**src/rtl/imem_uart_dump.sv**
```systemverilog
// Walks a DEPTH x 16 memory read port and sends every word over an 8N1 UART line,
// high byte first, so the dump can be fed back to the instruction loader unchanged.
module imem_uart_dump #(
    parameter int CLKS_PER_BAUD = 868,
    parameter int DEPTH         = 32,
    parameter int ADDR_W        = 5
) (
    input  logic              CLK,
    input  logic              reset,
    input  logic              start,
    output logic [ADDR_W-1:0] rd_addr,
    input  logic [15:0]       rd_data,
    output logic              UART_RXD_OUT,
    output logic              busy,
    output logic              done
);

    localparam int                CNT_W     = (CLKS_PER_BAUD > 1) ? $clog2(CLKS_PER_BAUD) : 1;
    localparam logic [CNT_W-1:0]  CNT_LAST  = CNT_W'(CLKS_PER_BAUD - 1);
    localparam logic [ADDR_W-1:0] ADDR_LAST = ADDR_W'(DEPTH - 1);

    typedef enum logic [2:0] {
        IDLE, FETCH, START_BIT, DATA_BITS, STOP_BIT, NEXT
    } state_t;

    state_t            state_q, state_d;
    logic [CNT_W-1:0]  cnt_q, cnt_d;
    logic [2:0]        bit_idx_q, bit_idx_d;
    logic [ADDR_W-1:0] word_addr_q, word_addr_d;
    logic [15:0]       word_q, word_d;
    logic              byte_sel_q, byte_sel_d;
    logic              line_q, line_d;
    logic              busy_q, busy_d;
    logic              done_q, done_d;

    logic [7:0]        cur_byte;
    logic              baud_last;

    always_comb begin
        cur_byte  = byte_sel_q ? word_q[7:0] : word_q[15:8];
        baud_last = (cnt_q == CNT_LAST);
    end

    // line_d is the level the line takes in the state being entered, so the
    // pin is a plain flop with no decode glitches.
    always_comb begin
        state_d     = state_q;
        cnt_d       = cnt_q;
        bit_idx_d   = bit_idx_q;
        word_addr_d = word_addr_q;
        word_d      = word_q;
        byte_sel_d  = byte_sel_q;
        line_d      = line_q;
        busy_d      = busy_q;
        done_d      = 1'b0;

        case (state_q)
            IDLE: begin
                line_d = 1'b1;
                if (start) begin
                    word_addr_d = '0;
                    busy_d      = 1'b1;
                    state_d     = FETCH;
                end
            end
            FETCH: begin
                word_d     = rd_data;
                byte_sel_d = 1'b0;
                cnt_d      = '0;
                line_d     = 1'b0;
                state_d    = START_BIT;
            end
            START_BIT: begin
                if (baud_last) begin
                    cnt_d     = '0;
                    bit_idx_d = 3'd0;
                    line_d    = cur_byte[0];
                    state_d   = DATA_BITS;
                end else begin
                    cnt_d = cnt_q + CNT_W'(1);
                end
            end
            DATA_BITS: begin
                if (baud_last) begin
                    cnt_d = '0;
                    if (bit_idx_q == 3'd7) begin
                        line_d  = 1'b1;
                        state_d = STOP_BIT;
                    end else begin
                        bit_idx_d = bit_idx_q + 3'd1;
                        line_d    = cur_byte[bit_idx_q + 3'd1];
                    end
                end else begin
                    cnt_d = cnt_q + CNT_W'(1);
                end
            end
            STOP_BIT: begin
                if (baud_last) begin
                    cnt_d = '0;
                    if (!byte_sel_q) begin
                        byte_sel_d = 1'b1;
                        line_d     = 1'b0;
                        state_d    = START_BIT;
                    end else begin
                        line_d  = 1'b1;
                        done_d  = (word_addr_q == ADDR_LAST);
                        state_d = NEXT;
                    end
                end else begin
                    cnt_d = cnt_q + CNT_W'(1);
                end
            end
            NEXT: begin
                line_d = 1'b1;
                if (word_addr_q == ADDR_LAST) begin
                    busy_d  = 1'b0;
                    state_d = IDLE;
                end else begin
                    word_addr_d = word_addr_q + ADDR_W'(1);
                    state_d     = FETCH;
                end
            end
            default: begin
                line_d  = 1'b1;
                busy_d  = 1'b0;
                state_d = IDLE;
            end
        endcase
    end

    always_ff @(posedge CLK) begin
        if (reset) begin
            state_q     <= IDLE;
            cnt_q       <= '0;
            bit_idx_q   <= 3'd0;
            word_addr_q <= '0;
            word_q      <= 16'h0000;
            byte_sel_q  <= 1'b0;
            line_q      <= 1'b1;
            busy_q      <= 1'b0;
            done_q      <= 1'b0;
        end else begin
            state_q     <= state_d;
            cnt_q       <= cnt_d;
            bit_idx_q   <= bit_idx_d;
            word_addr_q <= word_addr_d;
            word_q      <= word_d;
            byte_sel_q  <= byte_sel_d;
            line_q      <= line_d;
            busy_q      <= busy_d;
            done_q      <= done_d;
        end
    end

    // The address only moves in NEXT, so it is stable for a whole word.
    assign rd_addr      = word_addr_q;
    assign UART_RXD_OUT = line_q;
    assign busy         = busy_q;
    assign done         = done_q;

endmodule
```
**config.mk**
```make
export PLATFORM = sky130hd
export DESIGN_NAME = imem_uart_dump
export DESIGN_NICKNAME = d
export VERILOG_FILES = /design/src/rtl/imem_uart_dump.sv
export SDC_FILE = /design/constraint.sdc
export NUM_CORES = 1
export LEC_CHECK = 0
export CORE_ASPECT_RATIO = 1.5
export CORE_MARGIN = 1.5
export CORE_UTILIZATION = 47
export CTS_CLUSTER_DIAMETER = 40
export CTS_CLUSTER_SIZE = 24
export DETAILED_ROUTE_END_ITERATION = 12
export PLACE_DENSITY = 0.69
export SYNTH_ARGS = -nofsm -noshare
export SYNTH_HDL_FRONTEND = slang
export SYNTH_SLANG_ARGS = --single-unit
```
**constraint.sdc**
```tcl
create_clock -name CLK -period 2.05 [get_ports CLK]
set_input_delay 0.205 -clock CLK [delete_from_list [all_inputs] [get_ports CLK]]
set_output_delay 0.205 -clock CLK [all_outputs]
set_load 0.02 [all_outputs]
```
**Yosys cells after proc, flatten, opt, wreduce, memory -nomap -nowiden**

Cells that the tools add are included.

- Bits in registers: 41
- Input bits: 19
- Word-level logic and storage cells: 78

- Add/sub/neg operators: 3
- Eq/ne operators: 16
- Bitwise operators: 4
- Order comparisons: 1
- Multiplexer cells: 31
- Reduce and logical (&&, ||, !) cells: 14

Operators with widths:

| operator | count |
|---|---|
| $mux 3 | 9 |
| $pmux 10 s2 | 1 |
| $pmux 3 s6 | 1 |
| $ne 2x2->1 const B | 8 |
| $add 10x1->10 const B | 1 |
| $eq 10x10->1 const B | 1 |
| $mux 1 | 10 |
| $mux 10 | 1 |
| $mux 5 | 2 |
| $pmux 5 s2 | 1 |
| $eq 3x3->1 const B | 3 |
| $reduce_and 3->1 | 3 |
| $mux 8 | 1 |
| $reduce_bool 2->1 | 4 |
| $reduce_or 4->1 | 2 |
| $eq 3x2->1 const B | 2 |
| $pmux 3 s2 | 1 |
| $add 5x1->5 const B | 1 |
| $eq 5x5->1 const B | 1 |
| $reduce_and 5->1 | 1 |
| $lt 3x4->1 const B | 1 |
| $not 1->1 | 4 |
| $pmux 1 s4 | 1 |
| $reduce_and 4->1 | 1 |
| other kinds (8) | 8 |

**Longest topological paths before layout**

- Word-level depth: 6
- Mapped depth: 7
- Gate-level depth less buffers: 7

**Least setup slack after synthesis**

No wires, ideal clock.

- Path kind: register to register
- Start: reg bit_idx_q[0]
- End: reg line_q, in the netlist UART_RXD_OUT
- Path buffers: 0
- Slack: 0.190 ns
- Stages on the path, launching flop included: 6
- Library setup time: 0.130 ns
- Arrival time: 1.730 ns
- Cell sequence: dfxtp_1 > ha_1 > mux4_2 > mux2_2 > o2bb2ai_1 > o211ai_1

- Word-level cells in the longest chain between the ends: 6
- Elaborated cells on any way between the ends: 7
- Those cells by class: 1 x add/sub; 1 x eq/ne; 5 x mux

Ends and longest elaborated chain:

| what | RTL line | RTL |
|---|---|---|
| start: declaration | 28 | `logic [2:0] bit_idx_q, bit_idx_d;` |
| start signal: assignment | 145 | `bit_idx_q <= bit_idx_d;` |
| $add 3x1->3 | 91 | `line_d = cur_byte[bit_idx_q + 3'd1];` |
| $bmux 1 s3 | 91 |  |
| $mux 1 (implied by the code) | 91 |  |
| $mux 1 (*) | 86 | `if (bit_idx_q == 3'd7) begin` |
| $mux 1 (*) | 84 | `if (baud_last) begin` |
| $pmux 1 s4 (*) | 57 | `case (state_q)` |
| end signal: assignment | 149 | `line_q <= line_d;` |
| end: declaration | 32 | `logic line_q, line_d;` |

Every way passes the cells marked *; elsewhere a longest branch is shown, timed or not. The select of a mux whose other input is x is not followed.
A chain may end at the register's enable or synchronous reset.

**Worst setup path in the final report**

- Start: reg cnt_q[0]
- End: reg cnt_q[9]

- Word-level cells in the longest chain between the ends: 3
- Elaborated cells on any way between the ends: 4
- Those cells by class: 1 x add/sub; 1 x eq/ne; 2 x mux

Ends and longest elaborated chain:

| what | RTL line | RTL |
|---|---|---|
| start: declaration | 27 | `logic [CNT_W-1:0] cnt_q, cnt_d;` |
| start signal: assignment | 144 | `cnt_q <= cnt_d;` |
| $add 10x1->10 or $eq 10x10->1 (tied branches) | -- |  |
| $mux 10 (*) | 74, 84, 98 |  |
| $pmux 10 s2 (*) | 57 |  |

Every way passes the cells marked *; elsewhere a longest branch is shown, timed or not.

==> flow_summary.json <==
{
  "timing.hold.ws_ns": 0.452,
  "nNetsFinal": 305,
  "initial_utilization": 0.481,
  "clkPwrFrac": 0.248,
  "finalWirelength_mm": 4.64,
  "core_um2": 4470,
  "dp_hpwl_mm": 3.33,
  "status": "finished clean",
  "finalMaxSlewViolations": 0,
  "grt_pass1_wl_mm": 8.12,
  "ys_seq_elements": 41,
  "synth_area_um2": 2150,
  "async_reset_ff_frac": 0,
  "rsz0062_at_grt": "no",
  "fin_worst_skew_ns": 0.00121,
  "crit_type": "reg -> reg",
  "register_area_um2": 821,
  "clk_pin_slew_worst_paths_ns": 0.08,
  "multi_input_area_um2": 1250,
  "dieHeight_um": 85.8,
  "fillers": 408,
  "r2r_setup_slack_ns": 0.19,
  "rows": 30,
  "power.density_nw_per_um2": 1180,
  "r2r_start": "cnt_q[0]",
  "synth.distinct_cells": 52,
  "drt-pass1-iter-count": 4,
  "synth_top_area_cell": "dfxtp_1",
  "min_path_cells": 3,
  "pin_count": 27,
  "viasPerCell": 5.88,
  "period_needed_ns": 1.86,
  "routabilityCongestion": 0.833,
  "cp_max_fo": 14,
  "drc_errors": 0,
  "ff2ff_path_depth": 5,
  "synth_nets": 272,
  "ctsHoldBuffers": 0,
  "antenna_cells": 0,
  "synth_edf_count": 0,
  "ys_top_cells_by_area": "dfxtp_1, a21oi_1, nand2_1",
  "antenna_found_initial": 0,
  "critPathArrivalTime_ns": 2.05,
  "portBuffers": 26,
  "grt_remaining_overflow": 0,
  "syn_area_per_cell_um2": 8.67,
  "hold_path_class": "in -> reg",
  "tightest_slew_ns": 0.493,
  "netSwitchingPower_mw": 1.11,
  "maxCapViolCount": 0,
  "drt_iter0_drc": 117,
  "final.period_utilization": 0.907,
  "finalSetupViolations": 0,
  "grt_pass1_vias": 1858,
  "die_area_um2": 5000,
  "wl_per_cell_um": 14.1,
  "seq_power_share": 0.333,
  "area_growth_pct": 23.1,
  "num_vias": 1940,
  "antenna_left": 0,
  "ir_drop_mv": 0.546,
  "post_cts_buffers": 0,
  "drive_gt1_frac": 0.135,
  "cts_buffer_depth": 2,
  "cts_tree": "yes",
  "power.leakage_nw": 0.932,
  "numCtsBuffers": 5,
  "fin_setup_tns_ns": 0,
  "grt.total_usage": 0.206,
  "synth_top_area_share": 0.382,
  "syn_inst": 248,
  "synth_ff_type": "dfxtp_1",
  "ys_warn_count": 0,
  "max_freq_mhz": 538,
  "hold_viol_final": 0,
  "rr_endpoint": "cnt_q[9]",
  "power_frac_comb": 0.419,
  "hold_end": "word_q[3]",
  "clock_latency_ns": 0.29,
  "die_w_um": 58.2,
  "yosysMostFrequentCell": "nand2_1",
  "start_kind": "flop",
  "cts_max_level": 2,
  "p_int_mw": 2.00,
  "relSlewSlack": 0.669,
  "grt_max_degree": 24,
  "synth_commonest_cells": "nand2_1, dfxtp_1, a21oi_1",
  "yosysSeqAreaShare": 0.382,
  "min_from": "rd_data[3]",
  "cp-end-kind": "flop",
  "clock-sinks": 41,
  "cp.required_ns": 2.24,
  "clk_root_buffer_cell": "clkbuf_8",
  "swShare": 0.356
}
## state kept, by name (all words and copies together), names as in the netlist
register / count
UART_RXD_OUT: 1
bit_idx_q: 3
busy: 1
byte_sel_q: 1
cnt_q: 10
done: 1
rd_addr: 5
state_q: 3
word_q: 16
## metrics by stage
step | instance area [um2] | cells | setup WS [ns] | total power, mW | utilization
after global routing | 2650 | 330 | 0.0156 | 3.33 | 0.592
after global placement | 2500 | 322 | 0.141 | 2.33 | 0.561
after CTS | 2640 | 330 | 0.126 | 3.12 | 0.591
after floorplan | 2150 | 248 | 0.190 | 1.97 | -
final | 2650 | 330 | 0.190 | 3.11 | 0.592
after detailed placement | 2500 | 322 | 0.125 | 2.35 | 0.561
## cell usage in the layout (no fill, tap or decap), drive strengths merged, types with 5 or more instances in the layout
master	instances
a311oi	6
a21oi	36
clkbuf	5
nand2	44
nor3	5
nand3	6
nor2	11
inv	5
xnor2	5
mux2i	5
clkdlybuf4s50	26
dfxtp	41
buf	14
ha	5
o21ai	10
## how the worst max path moves through the flow
| stage | startpoint | slack (ns) | endpoint |
|---|---|---|---|
| floorplan | bit_idx_q[0] | 0.19 | UART_RXD_OUT |
| global placement | start | 0.14 | rd_addr[1] |
| detailed placement | start | 0.12 | rd_addr[1] |
| CTS | cnt_q[0] | 0.13 | cnt_q[9] |
| global route | cnt_q[0] | 0.02 | bit_idx_q[0] |
| finish | cnt_q[0] | 0.19 | cnt_q[9] |
## cell families (layout without fill, tap and decap cells)
| group | after synthesis | count (layout) | synth area share |
|---|---|---|---|
| compound gates | 73 | 73 | 0.227 |
| xor+xnor | 5 | 5 | 0.0204 |
| fa+ha+maj | 5 | 5 | 0.0291 |
| buf+inv | 19 | 53 | 0.0413 |
| flops | 41 | 41 | 0.382 |
| mux | 10 | 10 | 0.0704 |
| simple gates | 95 | 95 | 0.230 |
## worst max-delay path, cell delays in order (launching register included)
cell and delay, ns:
dfxtp_1 0.35, ha_1 0.26, and4bb_4 0.25, a32oi_4 0.44, a41oi_1 0.18, a311oi_1 0.29
## power groups by stage
stage                     clock [mW]  sequential (mW)  combinational, mW
after floorplan                    0             1.06              0.911
final                          0.772             1.04               1.30
after global routing           0.824             1.05               1.46
after global placement             0             1.05               1.28
after CTS                      0.784             1.04               1.30
after detailed placement           0             1.05               1.29
## area by class of cell
| type | count | share of cell area |
|---|---|---|
| clock buffer | 5 | 0.0260 |
| clock inverter | 3 | 0.0246 |
| inverter | 5 | 0.00709 |
| multi-input combinational | 188 | 0.471 |
| sequential | 41 | 0.310 |
| tap | 48 | 0.0227 |
| timing repair buffer | 40 | 0.138 |
## layer usage
layer,wire [um],up-vias,part of all wire,global-route usage
met4,80,0,0.017,0.0846
met3,119,8,0.026,0.0392
li1,-,981,-,-
met2,2360,31,0.51,0.356
met5,0,-,0,0
met1,2080,920,0.45,0.247
## timing repair
action                                  CTS  global route
resized for setup                         0             2
endpoints found under the hold margin     0             0
endpoints found under the setup margin    0             3
(Power assumes the default switching activity.)
